File: src/rtl/blink_pkg.sv
// Shared types and elaboration-time helpers for the LED blink scheduler
// and its tick prescaler.
package blink_pkg;

  typedef enum logic [1:0] {
    IDLE = 2'd0,
    ON   = 2'd1,
    OFF  = 2'd2,
    DONE = 2'd3
  } state_t;

  // Bits needed to hold values 0..value-1.
  function automatic int CeilLog2(input int value);
    int r;
    r = 0;
    while ((1 << r) < value) r = r + 1;
    return r;
  endfunction

  function automatic int DivValue(input int ref_hz, input int tick_hz);
    return ref_hz / tick_hz;
  endfunction

endpackage

File: src/rtl/blink_scheduler_tick_gen.sv
// Free-running prescaler producing a one-cycle enable every DIV clocks;
// clear restarts the count so a new phase begins on a full tick period.
module tick_gen #(
  parameter int DIV = 4
) (
  input  logic clk_FPGA,
  input  logic reset,
  input  logic clear,
  output logic tick
);
  import blink_pkg::*;

  localparam int CW = (CeilLog2(DIV) < 1) ? 1 : CeilLog2(DIV);
  localparam logic [CW-1:0] LAST = CW'(DIV - 1);

  logic [CW-1:0] cnt;
  logic [CW-1:0] cnt_next;

  always_comb begin
    cnt_next = cnt + CW'(1);
    if (clear || cnt == LAST) cnt_next = '0;
  end

  // tick is registered from the next count so it is high exactly while cnt == LAST.
  always_ff @(posedge clk_FPGA) begin
    if (reset) begin
      cnt  <= '0;
      tick <= 1'b0;
    end else begin
      cnt  <= cnt_next;
      tick <= (cnt_next == LAST);
    end
  end

endmodule

File: src/rtl/blink_scheduler.sv
// LED blink sequencer: on/off phases measured in prescaler ticks, repeated
// blink_count times (0 = until stop), with registered outputs.
module blink_scheduler
  import blink_pkg::*;
#(
  parameter int REFERENCE_CLOCK = 50_000_000,
  parameter int TICK_HZ         = 1_000,
  parameter int TIME_W          = 16,
  parameter int COUNT_W         = 8
) (
  input  logic               clk_FPGA,
  input  logic               reset,
  input  logic               start,
  input  logic               stop,
  input  logic [TIME_W-1:0]  on_time,
  input  logic [TIME_W-1:0]  off_time,
  input  logic [COUNT_W-1:0] blink_count,
  output logic               led_out,
  output logic               busy,
  output logic               done,
  output logic               tick,
  output state_t             state_dbg
);

  localparam int DIV = DivValue(REFERENCE_CLOCK, TICK_HZ);

  state_t             state, state_next;
  logic [TIME_W-1:0]  on_reg, off_reg;
  logic [COUNT_W-1:0] cnt_reg;
  logic [TIME_W-1:0]  dur, dur_next;
  logic [COUNT_W-1:0] rem, rem_next;
  logic [TIME_W-1:0]  on_last, off_last;
  logic               start_ok;

  // start is sampled as a level only in IDLE; stop has priority and is only
  // meaningful while busy, so a start/stop pair in IDLE does nothing.
  assign start_ok  = (state == IDLE) && start && !stop;
  assign on_last   = (on_reg  == '0) ? '0 : on_reg  - TIME_W'(1);
  assign off_last  = (off_reg == '0) ? '0 : off_reg - TIME_W'(1);
  assign state_dbg = state;

  tick_gen #(.DIV(DIV)) u_tick_gen (
    .clk_FPGA (clk_FPGA),
    .reset    (reset),
    .clear    (start_ok),
    .tick     (tick)
  );

  always_comb begin
    state_next = state;
    dur_next   = dur;
    rem_next   = rem;
    case (state)
      IDLE: begin
        if (start_ok) begin
          state_next = ON;
          dur_next   = '0;
          rem_next   = '0;
        end
      end
      ON: begin
        if (stop) begin
          state_next = IDLE;
          dur_next   = '0;
          rem_next   = '0;
        end else if (tick) begin
          if (dur == on_last) begin
            state_next = OFF;
            dur_next   = '0;
          end else begin
            dur_next = dur + TIME_W'(1);
          end
        end
      end
      OFF: begin
        if (stop) begin
          state_next = IDLE;
          dur_next   = '0;
          rem_next   = '0;
        end else if (tick) begin
          if (dur == off_last) begin
            dur_next = '0;
            if (cnt_reg != '0 && rem == cnt_reg - COUNT_W'(1)) begin
              state_next = DONE;
              rem_next   = '0;
            end else begin
              state_next = ON;
              // Endless mode never consults rem, so hold it rather than wrap.
              if (cnt_reg != '0) rem_next = rem + COUNT_W'(1);
            end
          end else begin
            dur_next = dur + TIME_W'(1);
          end
        end
      end
      DONE: state_next = IDLE;
      default: begin
        state_next = IDLE;
        dur_next   = '0;
        rem_next   = '0;
      end
    endcase
  end

  always_ff @(posedge clk_FPGA) begin
    if (reset) begin
      state   <= IDLE;
      on_reg  <= '0;
      off_reg <= '0;
      cnt_reg <= '0;
      dur     <= '0;
      rem     <= '0;
      led_out <= 1'b0;
      busy    <= 1'b0;
      done    <= 1'b0;
    end else begin
      state <= state_next;
      dur   <= dur_next;
      rem   <= rem_next;
      if (start_ok) begin
        on_reg  <= on_time;
        off_reg <= off_time;
        cnt_reg <= blink_count;
      end
      led_out <= (state_next == ON);
      busy    <= (state_next == ON) || (state_next == OFF);
      done    <= (state_next == DONE);
    end
  end

endmodule

File: config.mk
export PLATFORM = sky130hd
export DESIGN_NAME = blink_scheduler
export DESIGN_NICKNAME = d
export VERILOG_FILES = /design/src/rtl/blink_pkg.sv /design/src/rtl/blink_scheduler_tick_gen.sv /design/src/rtl/blink_scheduler.sv
export SDC_FILE = /design/constraint.sdc
export NUM_CORES = 1
export LEC_CHECK = 0
export ABC_CLOCK_PERIOD_IN_PS = 5700
export CORE_UTILIZATION = 50
export DETAILED_ROUTE_END_ITERATION = 16
export PLACE_DENSITY = 0.78
export SLEW_MARGIN = 10
export SYNTH_ARGS = -nofsm -noshare
export SYNTH_HDL_FRONTEND = slang
export SYNTH_SLANG_ARGS = --single-unit
File: constraint.sdc
create_clock -name clk_FPGA -period 5.7 [get_ports clk_FPGA]
set_input_delay 0.57 -clock clk_FPGA [delete_from_list [all_inputs] [get_ports clk_FPGA]]
set_output_delay 0.57 -clock clk_FPGA [all_outputs]
set_load 0.02 [all_outputs]
Yosys cells after proc, flatten, opt, wreduce, memory -nomap -nowiden
Cells that the tools add are included.
{ "word_totals": {"regBits": 86, "output_inout_bits": 6, "word_cells": 75} }
{ "classes": {"n_mux": 28, "n_addsub": 6, "eq_ne": 17, "reduce_logical": 13} }
{ "op_table": {"columns": ["cell", "count"], "rows": [
  ["two-way mux 16 bit", 10],
  ["two-way mux 8 bit", 7],
  ["one-hot mux 16 bit (3 select lines)", 1],
  ["adder 16 x 1 -> 16 bit (second input constant)", 2],
  ["== test 16 bit", 2],
  ["== test 16 bit (second input constant)", 2],
  ["logical NOT 16 bit", 2],
  ["subtractor 16 x 1 -> 16 bit (second input constant)", 2],
  ["one-hot mux 8 bit (3 select lines)", 1],
  ["two-way mux 2 bit", 8],
  ["adder 8 x 1 -> 8 bit (second input constant)", 1],
  ["== test 2 bit (second input constant)", 4],
  ["== test 8 bit", 1],
  ["one-hot mux 2 bit (4 select lines)", 1],
  ["nonzero test 8 bit", 1],
  ["subtractor 8 x 1 -> 8 bit (second input constant)", 1],
  ["inequality test 3 x 2 -> 1 bit (second input constant)", 2],
  ["AND reduction 6 bit", 1],
  ["== test 2 x 1 -> 1 bit (second input constant)", 2],
  ["inequality test 4 bit (second input constant)", 1],
  ["AND reduction 4 bit", 1],
  ["logical AND 1 bit", 3],
  ["inequality test 3 bit (second input constant)", 1],
  ["nonzero test 3 bit", 1],
  ["other kinds (5)", 6]
]} }

Longest topological paths before layout
{ "logic_depth": {"depth_word": 10, "depth_mapped": 14} }

By module
Synthesis repeated with hierarchy kept, for this count alone.
{ "unflattened": {"cells_unflattened": 747, "hier_area_um2": 5716.7} }
{ "modules_own_cells": {"columns": ["module", "cells_per_inst", "n_inst", "seq_area_each_um2", "area_per_inst_um2"], "rows": [
  ["blink_scheduler", 634, 1, 1381.3, 4794.6],
  ["tick_gen", 113, 1, 340.3, 922.1]
]} }

Worst setup path after synthesis
Ideal clock, no wire load.
{ "synth_timing": {"kind": "register -> register", "startpoint": "register off_reg[8]", "endpoint": "register done", "arrival_ns": 3.272, "setup_ns": 0.128, "path_stages_with_launch": 12, "synth_period_minus_slack_ns": 3.400, "setup_slack_ns": 2.300, "t_required_ns": 5.572, "path_cell_list": "dfxtp_1 clkbuf_1 or4_1 or3_1 a211o_1 a221o_1 nor3_2 nand4_2 mux2i_1 or3_1 ha_1 nor2b_1"} }
{ "synth_between": {"elab_chain_cells": 8} }
{ "synth_rtl": {"columns": ["item", "line_no", "text"], "rows": [
  ["start: declaration", "blink_scheduler.sv:28", "logic [TIME_W-1:0] on_reg, off_reg;"],
  ["start signal: assignment", "blink_scheduler.sv:122", "off_reg <= off_time;"],
  ["subtractor 16 x 1 -> 16 bit or logical NOT 16 bit (tied branches)", "blink_scheduler.sv:39", "assign off_last = (off_reg == '0) ? '0 : off_reg - TIME_W'(1);"],
  ["two-way mux 16 bit (*)", "blink_scheduler.sv:39", null],
  ["== test 16 bit (*)", "blink_scheduler.sv:81", "if (dur == off_last) begin"],
  ["two-way mux 2 bit (*)", "blink_scheduler.sv:81", null],
  ["two-way mux 2 bit (*)", "blink_scheduler.sv:80", "end else if (tick) begin"],
  ["two-way mux 2 bit (*)", "blink_scheduler.sv:76", "if (stop) begin"],
  ["one-hot mux 2 bit (4 select lines) (*)", "blink_scheduler.sv:53", "case (state)"],
  ["via state_next[1]", "blink_scheduler.sv:27", "state_t state, state_next;"],
  ["== test 2 bit (*)", "blink_scheduler.sv:127", "done <= (state_next == DONE);"],
  ["end signal: assignment", "blink_scheduler.sv:127", null],
  ["end: declaration", "blink_scheduler.sv:20", "output logic done,"]
]} }
The timed path passes the listed nets; every way through them passes the cells marked *.
A chain may end at the register's enable or synchronous reset.

Worst setup path in the final report
{ "layout_timing": {"startpoint": "register on_reg[0]", "endpoint": "register done"} }
{ "layout_between": {"elab_chain_cells": 8} }
{ "layout_rtl": {"columns": ["item", "line_no", "text"], "rows": [
  ["start: declaration", "blink_scheduler.sv:28", null],
  ["start signal: assignment", "blink_scheduler.sv:121", "on_reg <= on_time;"],
  ["subtractor 16 x 1 -> 16 bit or logical NOT 16 bit (tied branches)", "blink_scheduler.sv:38", "assign on_last = (on_reg == '0) ? '0 : on_reg - TIME_W'(1);"],
  ["two-way mux 16 bit (*)", "blink_scheduler.sv:38", null],
  ["== test 16 bit (*)", "blink_scheduler.sv:67", "if (dur == on_last) begin"],
  ["two-way mux 2 bit (*)", "blink_scheduler.sv:67", null],
  ["two-way mux 2 bit (*)", "blink_scheduler.sv:66", "end else if (tick) begin"],
  ["two-way mux 2 bit (*)", "blink_scheduler.sv:62", "if (stop) begin"],
  ["one-hot mux 2 bit (4 select lines) (*)", "blink_scheduler.sv:53", null],
  ["via state_next[0]", "blink_scheduler.sv:27", null],
  ["== test 2 bit (*)", "blink_scheduler.sv:127", null]
]} }
Marked as above.

==> flow_summary.json <==
{
  "outcome": "finished clean",
  "fin_nets": 824,
  "finalSetupViolations": 0,
  "grt_start_max_net_pins": 66,
  "slew_headroom": 0.1753,
  "fin_cells": 914,
  "r2r.worst_path.cells": 11,
  "synthAdderAreaFrac": 0.02789,
  "hold_class": "register to register",
  "layout_commonest_cell": "nand2_1",
  "drive_above_1_share": 0.05447,
  "power_density_nw_per_um2": 241.3,
  "fin_crit_ns": 4.084,
  "h-tree-depth": 3,
  "intPower_mw": 1.100,
  "drtIter0Drc": 301,
  "synth_compound_area_frac": 0.1913,
  "hold_depth": 1,
  "post-place-ws_ns": 1.775,
  "die_h_um": 110.0,
  "rows": 39,
  "gr-total-overflow": 0,
  "vias": 5568,
  "viasPerCell": 6.092,
  "clock_latency_ns": 0.34,
  "die_w_um": 110.0,
  "netlist_instances": 759,
  "async_reset_ff_frac": 0,
  "setup_tns_ns": 0,
  "pwr-share-seq": 0.411,
  "end_kind": "register",
  "cp-endpoint": "done$_SDFF_PP0_",
  "area_delta_synth_final_pct": 12.55,
  "dr.pass1.iters": 5,
  "crit_chain": "inv_1, ha_1, nor3b_1, nand4_1, a221oi_1, nor4bb_1, nand4_1, o211ai_1, a21oi_1, ha_1, nor2b_1",
  "track_usage": 0.2562,
  "syn_area_um2": 5833,
  "setup_ws_ns": 1.616,
  "avgSynthCellArea_um2": 7.685,
  "path_class": "register to register",
  "portBuffers": 49,
  "synth_ff_type": "dfxtp_1",
  "synth_edf_count": 0,
  "postRouteAntennaNets": 0,
  "tightestPinTransition_ns": 1.237,
  "critPathLaunchType": "register",
  "cts_repair_resize_count": 0,
  "hold_buffers": 0,
  "muxShareOfSynthArea": 0.02274,
  "drc_errors": 0,
  "cp_slowest_cell": "nor3b_1",
  "clk_transition_reported_paths_ns": 0.06,
  "r2r_slack_ns": 1.62,
  "die-area_um2": 12100,
  "core_area_um2": 11370,
  "clk_path_buf_depth": 2,
  "wl_um": 14590,
  "maxCapViolations": 0,
  "crit_path_max_fanout": 11,
  "synth_simple_gate_area_frac": 0.3035,
  "io_pins": 50,
  "final_cell_mix": "116 x nand2_1, 86 x dfxtp_1, 61 x a21oi_1, 51 x nor2_1, 48 x clkdlybuf4s50_1",
  "clock_sinks": 86,
  "critical_path_arrival_ns": 4.26,
  "rsz0062_at_grt": "no",
  "numPlacedInstances": 899,
  "synth_seq_cells": 86,
  "finalHoldViolCount": 0,
  "gp_congestion": 0.9229,
  "start_util": 0.5130,
  "synth_fp_nets": 816,
  "cp-startpoint": "on_reg[0]$_SDFFE_PP0P_",
  "post_cts_buffers": 0,
  "grt_first_pass_wirelength_um": 24660,
  "wire_per_inst_um": 15.96,
  "tritoncts": "done",
  "r2r_start": "on_reg[0]$_SDFFE_PP0P_",
  "combPwrFrac": 0.238,
  "cts_made_buffers": 9,
  "r2r-end": "done$_SDFF_PP0_",
  "critPathMaxStageDelay_ns": 0.90,
  "placed_area_um2": 6289,
  "p_leak_nw": 2.252,
  "required_ns": 5.88,
  "fin_area_um2": 6565,
  "synth_warnings": 0,
  "peakVddDrop_uv": 138.9,
  "slew_viol_final": 0,
  "ys_seq_area_frac": 0.2952,
  "swShare": 0.3058,
  "place_hpwl_um": 10570,
  "synth_top_family_by_area": "simple AND/OR/NAND/NOR gates",
  "max_freq_ghz": 0.2449,
  "fin_crit_sh": 0.7165,
  "antenna_cells": 0,
  "finClkSkew_ns": 0.008160,
  "synthDistinctLibCells": 72,
  "p_sw_mw": 0.4845,
  "grt_pass1_vias": 5290,
  "synth-xor-area-share": 0.1019,
  "antenna_found_initial": 0,
  "root_buffer": "clkbuf_16",
  "p_clk_frac": 0.352
}
worst min-delay path by stage:
stage | startpoint | endpoint | slack (ns)
final | u_tick_gen.cnt[0]$_SDFF_PP0_ | u_tick_gen.cnt[0]$_SDFF_PP0_ | 0.49
after global routing | u_tick_gen.cnt[0]$_SDFF_PP0_ | u_tick_gen.cnt[0]$_SDFF_PP0_ | 0.50
after CTS | u_tick_gen.cnt[0]$_SDFF_PP0_ | u_tick_gen.cnt[0]$_SDFF_PP0_ | 0.49
after detailed placement | u_tick_gen.cnt[0]$_SDFF_PP0_ | u_tick_gen.cnt[0]$_SDFF_PP0_ | 0.48
after global placement | u_tick_gen.cnt[0]$_SDFF_PP0_ | u_tick_gen.cnt[0]$_SDFF_PP0_ | 0.46
after floorplan | u_tick_gen.cnt[0]$_SDFF_PP0_ | u_tick_gen.cnt[0]$_SDFF_PP0_ | 0.44
per-layer routing:
metal,up-vias,part of all wire,GRT usage
met5,-,0,0
met4,0,0.019,0.1114
met3,25,0.044,0.04174
met2,127,0.50,0.4366
met1,2657,0.44,0.3181
li1,2759,-,-
through the flow:
stage               total power, mW    util  hold slack [ns]
floorplan                    0.9400       -           0.4366
global placement              1.023  0.5531           0.4590
detailed placement            1.033  0.5531           0.4752
CTS                           1.588  0.5774           0.4888
global route                  1.651  0.5774           0.5036
finish                        1.584  0.5774           0.4874
final cells by class:
type | count | area [µm²]
multi-input combinational | 591 | 3779
timing repair buffer | 52 | 508.0
tap | 143 | 178.9
clock inverter | 3 | 20.02
inverter | 27 | 101.3
fill | 1060 | 4805
sequential | 86 | 1722
clock buffer | 12 | 256.5
power by group through the flow:
| stage | logic, mW | registers [mW] | clock network (mW) |
|---|---|---|---|
| global route | 0.412 | 0.654 | 0.585 |
| CTS | 0.373 | 0.650 | 0.565 |
| finish | 0.377 | 0.651 | 0.557 |
| global placement | 0.361 | 0.662 | 0 |
| floorplan | 0.289 | 0.651 | 0 |
| detailed placement | 0.370 | 0.664 | 0 |
Yosys cell counts (4+ instances only):
cell,number,area [µm²]
o2111ai_1,6,52.55
and3b_1,4,35.03
o31ai_1,6,45.04
a2111oi_0,4,35.03
o221ai_1,4,35.03
xor2_1,26,227.7
o211ai_1,9,67.56
nor4_1,20,125.1
a21oi_1,61,305.3
mux2i_1,11,110.1
nand2b_1,9,56.30
ha_1,13,162.7
nand4_1,12,75.07
inv_1,27,101.4
or3_1,10,62.56
nor2_1,52,195.2
nor2b_1,6,37.54
nand3_1,25,125.1
dfxtp_1,86,1722
nand2_1,116,435.4
nor3_1,23,115.1
a211oi_1,23,172.7
and3_1,10,62.56
or4_1,13,97.59
o21ai_0,6,30.03
nor3b_1,5,37.54
xnor2_1,40,350.3
clkbuf_1,50,187.7
o31a_1,5,43.79
cells by family after synthesis:
logic type      count (synthesis)
compound gates                160
xor+xnor                       67
fa+ha+maj                      13
buf+inv                        82
flops                          86
mux                            13
simple gates                  338
worst max-delay path: cells and delay by family, from the launching register on:
kind                     cells  cell delay, ns
AND/OR/NAND/NOR              5            2.20
AO/OA/AOI/OAI                3            0.85
adder cells (fa/ha/maj)      2            0.41
flip-flops                   1            0.37
buffers and inverters        1            0.08
(Power assumes the default switching activity.)
==> edit 1: new RTL, same flow settings <==
Set the parameter `COUNT_W` to 10 (it was 8).
--- a/src/rtl/blink_scheduler.sv
+++ b/src/rtl/blink_scheduler.sv
@@ -7,5 +7,5 @@
   parameter int TICK_HZ         = 1_000,
   parameter int TIME_W          = 16,
-  parameter int COUNT_W         = 8
+  parameter int COUNT_W         = 10
 ) (
   input  logic               clk_FPGA,
Interface: changed (resized blink_count); port bits go from 50 to 52. The function was not compared with the original's and may differ.
==> edit 1 against the unedited design <==
Global-route usage fell by 2.0 points; clock power rose by 28%; hold slack better by 0.0039 ns; design area up 6.5%; final cell count is 8.5% higher; sequential cell count is 4 higher; fmax up 14%; wire length hardly changed; total power rose by 11%; synthesized area grew 5.2%; combinational power shrank 2%; worst setup slack gained 0.49 ns.
==> edit 1: results (changes against the unedited design) <==
| Metric | Value |
|---|---|
| XOR/XNOR Fraction of Synth Area | 8.379% (-1.8 points) |
| Port Buffers | 51 (+4.1%) |
| NetSw | 510.5 µW (+5.4%) |
| Leak pwr | 2.672 nW (+19%) |
| Total GRT Usage | 23.61% (-2.0 points) |
| Slew Limit Headroom | 36.71% (+19 points) |
| Mux contribution to synthesized area | 1.346% (-0.93 points) |
| Vias in the first global route | 5212 (-1.5%) |
| Clk_skew | 0.01023 ns (+0.002068 ns) |
| Global-route wire length before repair | 24380 µm (-1.1%) |
| HPWL Detailed | 10160 µm (-3.8%) |
| Fillers | 1148 (+8.3%) |
| Iteration-0 DRC Markers | 480 (+59%) |
| Per-cell routed wire length | 14.70 µm (-7.9%) |
| Dominant cells by area after synthesis | dfxtp_1 29%, nand2_1 8.8%, a21oi_1 5.3%, nor2_1 3.8%, xnor2_1 3.7% |
| Largest net degree at the start of global routing | 61 (-7.6%) |
| Worst IR Drop VDD | 147.5 µV (+6.2%) |
| Sequential area share after synthesis | 29.36% (-0.16 points) |
| Worst Path Arrival | 3.88 ns (-0.38 ns) |
| Via/cell ratio | 5.931 (-2.6%) |
| Commonest cells in the netlist | 144 x nand2_1, 90 x dfxtp_1, 65 x a21oi_1 |
| Initial DRT Pass Iterations | 5 (unchanged) |
| GPL Wtd Cong | 0.9444 (+2.3%) |
| Async SR Flop Fraction | 0% (unchanged) |
| Initial antenna violation count | 0 (unchanged) |
| Netlist cell types | 69 (-4.2%) |
| Synth Area in Adders | 2.446% (-0.34 points) |
| Latest clock arrival within the worst-skew pair | 0.37 ns (+0.03 ns) |
| Status | completed |
| Net Count, Synth | 888 (+8.8%) |
| Compound-Gate Fraction of Synth Area | 18.49% (-0.64 points) |
| Worst-path maximum fanout | 8 (-3) |
| Layout cell share with drive strength beyond 1 | 5.680% (+0.23 points) |
| Nets | 898 (+9.0%) |
[edit 1: cell types whose count changed after synthesis, moves of 8 or more]
cell      change
o221ai_1     +10
nand2_1      +28
o21ai_0      +27
inv_1        -10
nor2_1       +10
nor3_1        +8
nor2b_1      +17
and3_1       +22
nor4_1       -15
xnor2_1      -14
a211oi_1     -15
[edit 1: cells by family (layout without fill, tap and decap cells)]
kind of cell / Yosys count / count (layout)
buffers and inverters: 74 / 89
AO/OA/AOI/OAI: 174 / 174
multiplexers: 8 / 8
adder cells (fa/ha/maj): 12 / 12
XOR/XNOR: 54 / 54
flip-flops: 90 / 90
AND/OR/NAND/NOR: 418 / 418
[edit 1: per-layer routing]
metal  up-vias  global-route usage, %  part of all wire [%]
met1      2717                  30.45                    48
met2       169                  38.40                    45
met4         0                  8.444                   2.3
li1       2972                      -                     -
met3        26                  5.785                   4.8
met5         -                      0                     0
[edit 1: area by class of cell]
type / instances / area, µm² / share of cell area (%)
multi-input combinational: 666 / 4053 / 57.97
sequential: 90 / 1802 / 25.77
timing repair buffer: 55 / 535.5 / 7.661
clock buffer: 9 / 225.2 / 3.222
tap: 147 / 183.9 / 2.631
clock inverter: 7 / 123.9 / 1.772
inverter: 18 / 67.56 / 0.9665
[edit 1: through the flow]
stage                     util [%]  std cells  worst slack, ns  power [mW]  area (µm²)
after floorplan                  -        830            2.386      0.9543        6137
after CTS                    58.20        992            2.139       1.761        6990
final                        58.20        992            2.107       1.755        6990
after global routing         58.20        992            1.827       1.836        6990
after detailed placement     55.29        976            2.169       1.049        6641
after global placement       55.29        976            2.181       1.048        6641
[edit 1: power by group through the flow]
stage / Clock [mW] / Sequential, mW / Combinational [mW]
final: 0.713 / 0.673 / 0.368
after global placement: 0 / 0.687 / 0.361
after CTS: 0.724 / 0.673 / 0.365
after detailed placement: 0 / 0.687 / 0.362
after floorplan: 0 / 0.677 / 0.277
after global routing: 0.751 / 0.677 / 0.408
[edit 1: final timing paths]
check                   from         end  slack, ns  cells after the start
setup / recovery  off_reg[0]        busy       2.11                     13
setup reg to reg  off_reg[0]        busy       2.11                     13
hold / removal    on_reg[11]  on_reg[11]       0.49                      2
hold reg to reg   on_reg[11]  on_reg[11]       0.49                      2
[edit 1: worst max-delay path, cell delays in order, from the launching register on]
cell,delay [ns]
dfxtp_1,0.35
inv_1,0.07
ha_1,0.18
or3b_2,0.54
nor3_1,0.44
xor2_1,0.23
a32oi_1,0.12
o2bb2ai_1,0.28
nor4b_4,0.38
a31oi_1,0.14
a41oi_1,0.26
and2_1,0.18
ha_1,0.22
nor2_1,0.11
==> edit 2: new RTL, same settings <==
Made on the original files. Register the output `state_dbg` once more; this adds one clock of latency there. The other outputs are not delayed to match.
--- a/src/rtl/blink_scheduler.sv
+++ b/src/rtl/blink_scheduler.sv
@@ -38,5 +38,7 @@
   assign on_last   = (on_reg  == '0) ? '0 : on_reg  - TIME_W'(1);
   assign off_last  = (off_reg == '0) ? '0 : off_reg - TIME_W'(1);
-  assign state_dbg = state;
+  always_ff @(posedge clk_FPGA) begin
+    state_dbg <= state;
+  end
 
   tick_gen #(.DIV(DIV)) u_tick_gen (
Formal check against the unedited RTL: not equivalent (Yosys sat finds a counterexample within 4 cycles, from zero or initial values and one cycle with reset high).
==> edit 2 against the unedited design <==
Design area down 0.86%; worst setup slack better by 0.13 ns; critical endpoint is now dur[13]; clock power up 7.2%; combinational power down 6.4%; sequential cell count up 2; largest cell class unchanged; total power up 1.8%; critical path type unchanged; count of clock-buffer cells in the layout unchanged; wire length down 4.4%; highest routed layer unchanged; synthesized area down 1.3%.
==> edit 2: results (changes against the unedited design) <==
| Metric | Value |
|---|---|
| Avg Inst Size Synth | 7.623 µm² (-0.81%) |
| Sequential area share after synthesis | 30.61% (+1.1 points) |
| Iteration-0 DRC Markers | 289 (-4.0%) |
| Worst IR Drop VDD | 175.1 µV (+26%) |
| Total GRT Usage | 24.40% (-1.2 points) |
| Multi-input logic area | 3682 µm² (-2.5%) |
| Net Count, Synth | 812 (-0.49%) |
| Latest clock arrival within the worst-skew pair | 0.35 ns |
| Least-Margin Pin Slew | 1.072 ns (-0.1646 ns) |
| Placement Setup Slack | 1.845 ns (+0.06945 ns) |
| Async SR Flop Fraction | 0% (unchanged) |
| GPL Wtd Cong | 0.9722 (+5.3%) |
| Worst Path Arrival | 4.19 ns (-0.07 ns) |
| Routed vias | 5493 (-1.3%) |
| Placed Cells | 892 (-0.78%) |
| Final Non-Filler Cells | 908 (-0.66%) |
| Clk_skew | 0.008127 ns (-0.00003386 ns) |
| Netlist cell types | 70 (-2.8%) |
| Fillers | 999 (-5.8%) |
| Layout cell share with drive strength beyond 1 | 5.469% (+0.021 points) |
| H-tree lvl count | 3 (unchanged) |
| Total wire length | 13950 µm (-4.4%) |
| Status | completed |
| Met2 usage | 41.33% (-2.3 points) |
| Dominant cells by area after synthesis | dfxtp_1 31%, nand2_1 7.2%, a21oi_1 7.0%, xnor2_1 5.5%, nor2_1 4.2% |
| Vias in the first global route | 5141 (-2.8%) |
| Largest net degree at the start of global routing | 51 (-23%) |
| Met3 Use GR | 4.031% (-0.14 points) |
| GR Layer Usage met1 | 30.47% (-1.3 points) |
| Leak pwr | 2.296 nW (+1.9%) |
| NetSw | 469.5 µW (-3.1%) |
| Nets | 820 (-0.49%) |
| Placed instance area | 6211 µm² (-1.2%) |
| Worst-path maximum fanout | 15 (+4) |
| Commonest cells in the netlist | 111 x nand2_1, 88 x dfxtp_1, 81 x a21oi_1 |
==> edit 2: logic make-up after synthesis <==
| family | after synthesis | share of synthesized area [%] |
|---|---|---|
| multiplexers | 8 | 1.435 |
| AND/OR/NAND/NOR | 337 | 30.28 |
| AO/OA/AOI/OAI | 175 | 20.04 |
| adder cells (fa/ha/maj) | 13 | 2.826 |
| flip-flops | 88 | 30.61 |
| buffers and inverters | 76 | 5.500 |
| XOR/XNOR | 58 | 9.304 |
==> edit 2: critical path, stage by stage (launching register included) <==
cell      delay, ns
dfxtp_1        0.39
nor4_4         0.69
and4_1         0.46
nand2_1        0.12
or4_1          0.43
a2111o_1       0.43
nor4_2         0.36
or2_2          0.34
a21boi_2       0.24
a221o_1        0.38
==> edit 2: final cells by class <==
| cell class | count | area share (%) |
|---|---|---|
| clock inverter | 4 | 0.7882 |
| clock buffer | 12 | 3.787 |
| inverter | 21 | 1.211 |
| sequential | 88 | 27.07 |
| timing repair buffer | 52 | 7.882 |
| tap | 140 | 2.691 |
| multi-input combinational | 591 | 56.57 |
==> edit 2: final timing paths <==
path	cells past startpoint	slack [ns]	to	from
setup reg to reg	9	1.74	dur[13]	on_reg[2]
setup / recovery	9	1.74	dur[13]	on_reg[2]
hold / removal	0	0.43	state_dbg[0]	state[0]
hold reg to reg	0	0.43	state_dbg[0]	state[0]
==> edit 2: power groups by stage <==
| stage | Combinational [mW] | Sequential (mW) | Clock [mW] |
|---|---|---|---|
| finish | 0.353 | 0.662 | 0.597 |
| global route | 0.388 | 0.665 | 0.627 |
| CTS | 0.349 | 0.662 | 0.606 |
| detailed placement | 0.345 | 0.675 | 0 |
| global placement | 0.336 | 0.674 | 0 |
| floorplan | 0.266 | 0.664 | 0 |
==> edit 2: metal layers <==
| layer | wire [µm] | share of wire [%] |
|---|---|---|
| met5 | 0 | 0 |
| met2 | 6740 | 48 |
| met3 | 705 | 5.1 |
| met4 | 257 | 1.8 |
| met1 | 6245 | 45 |
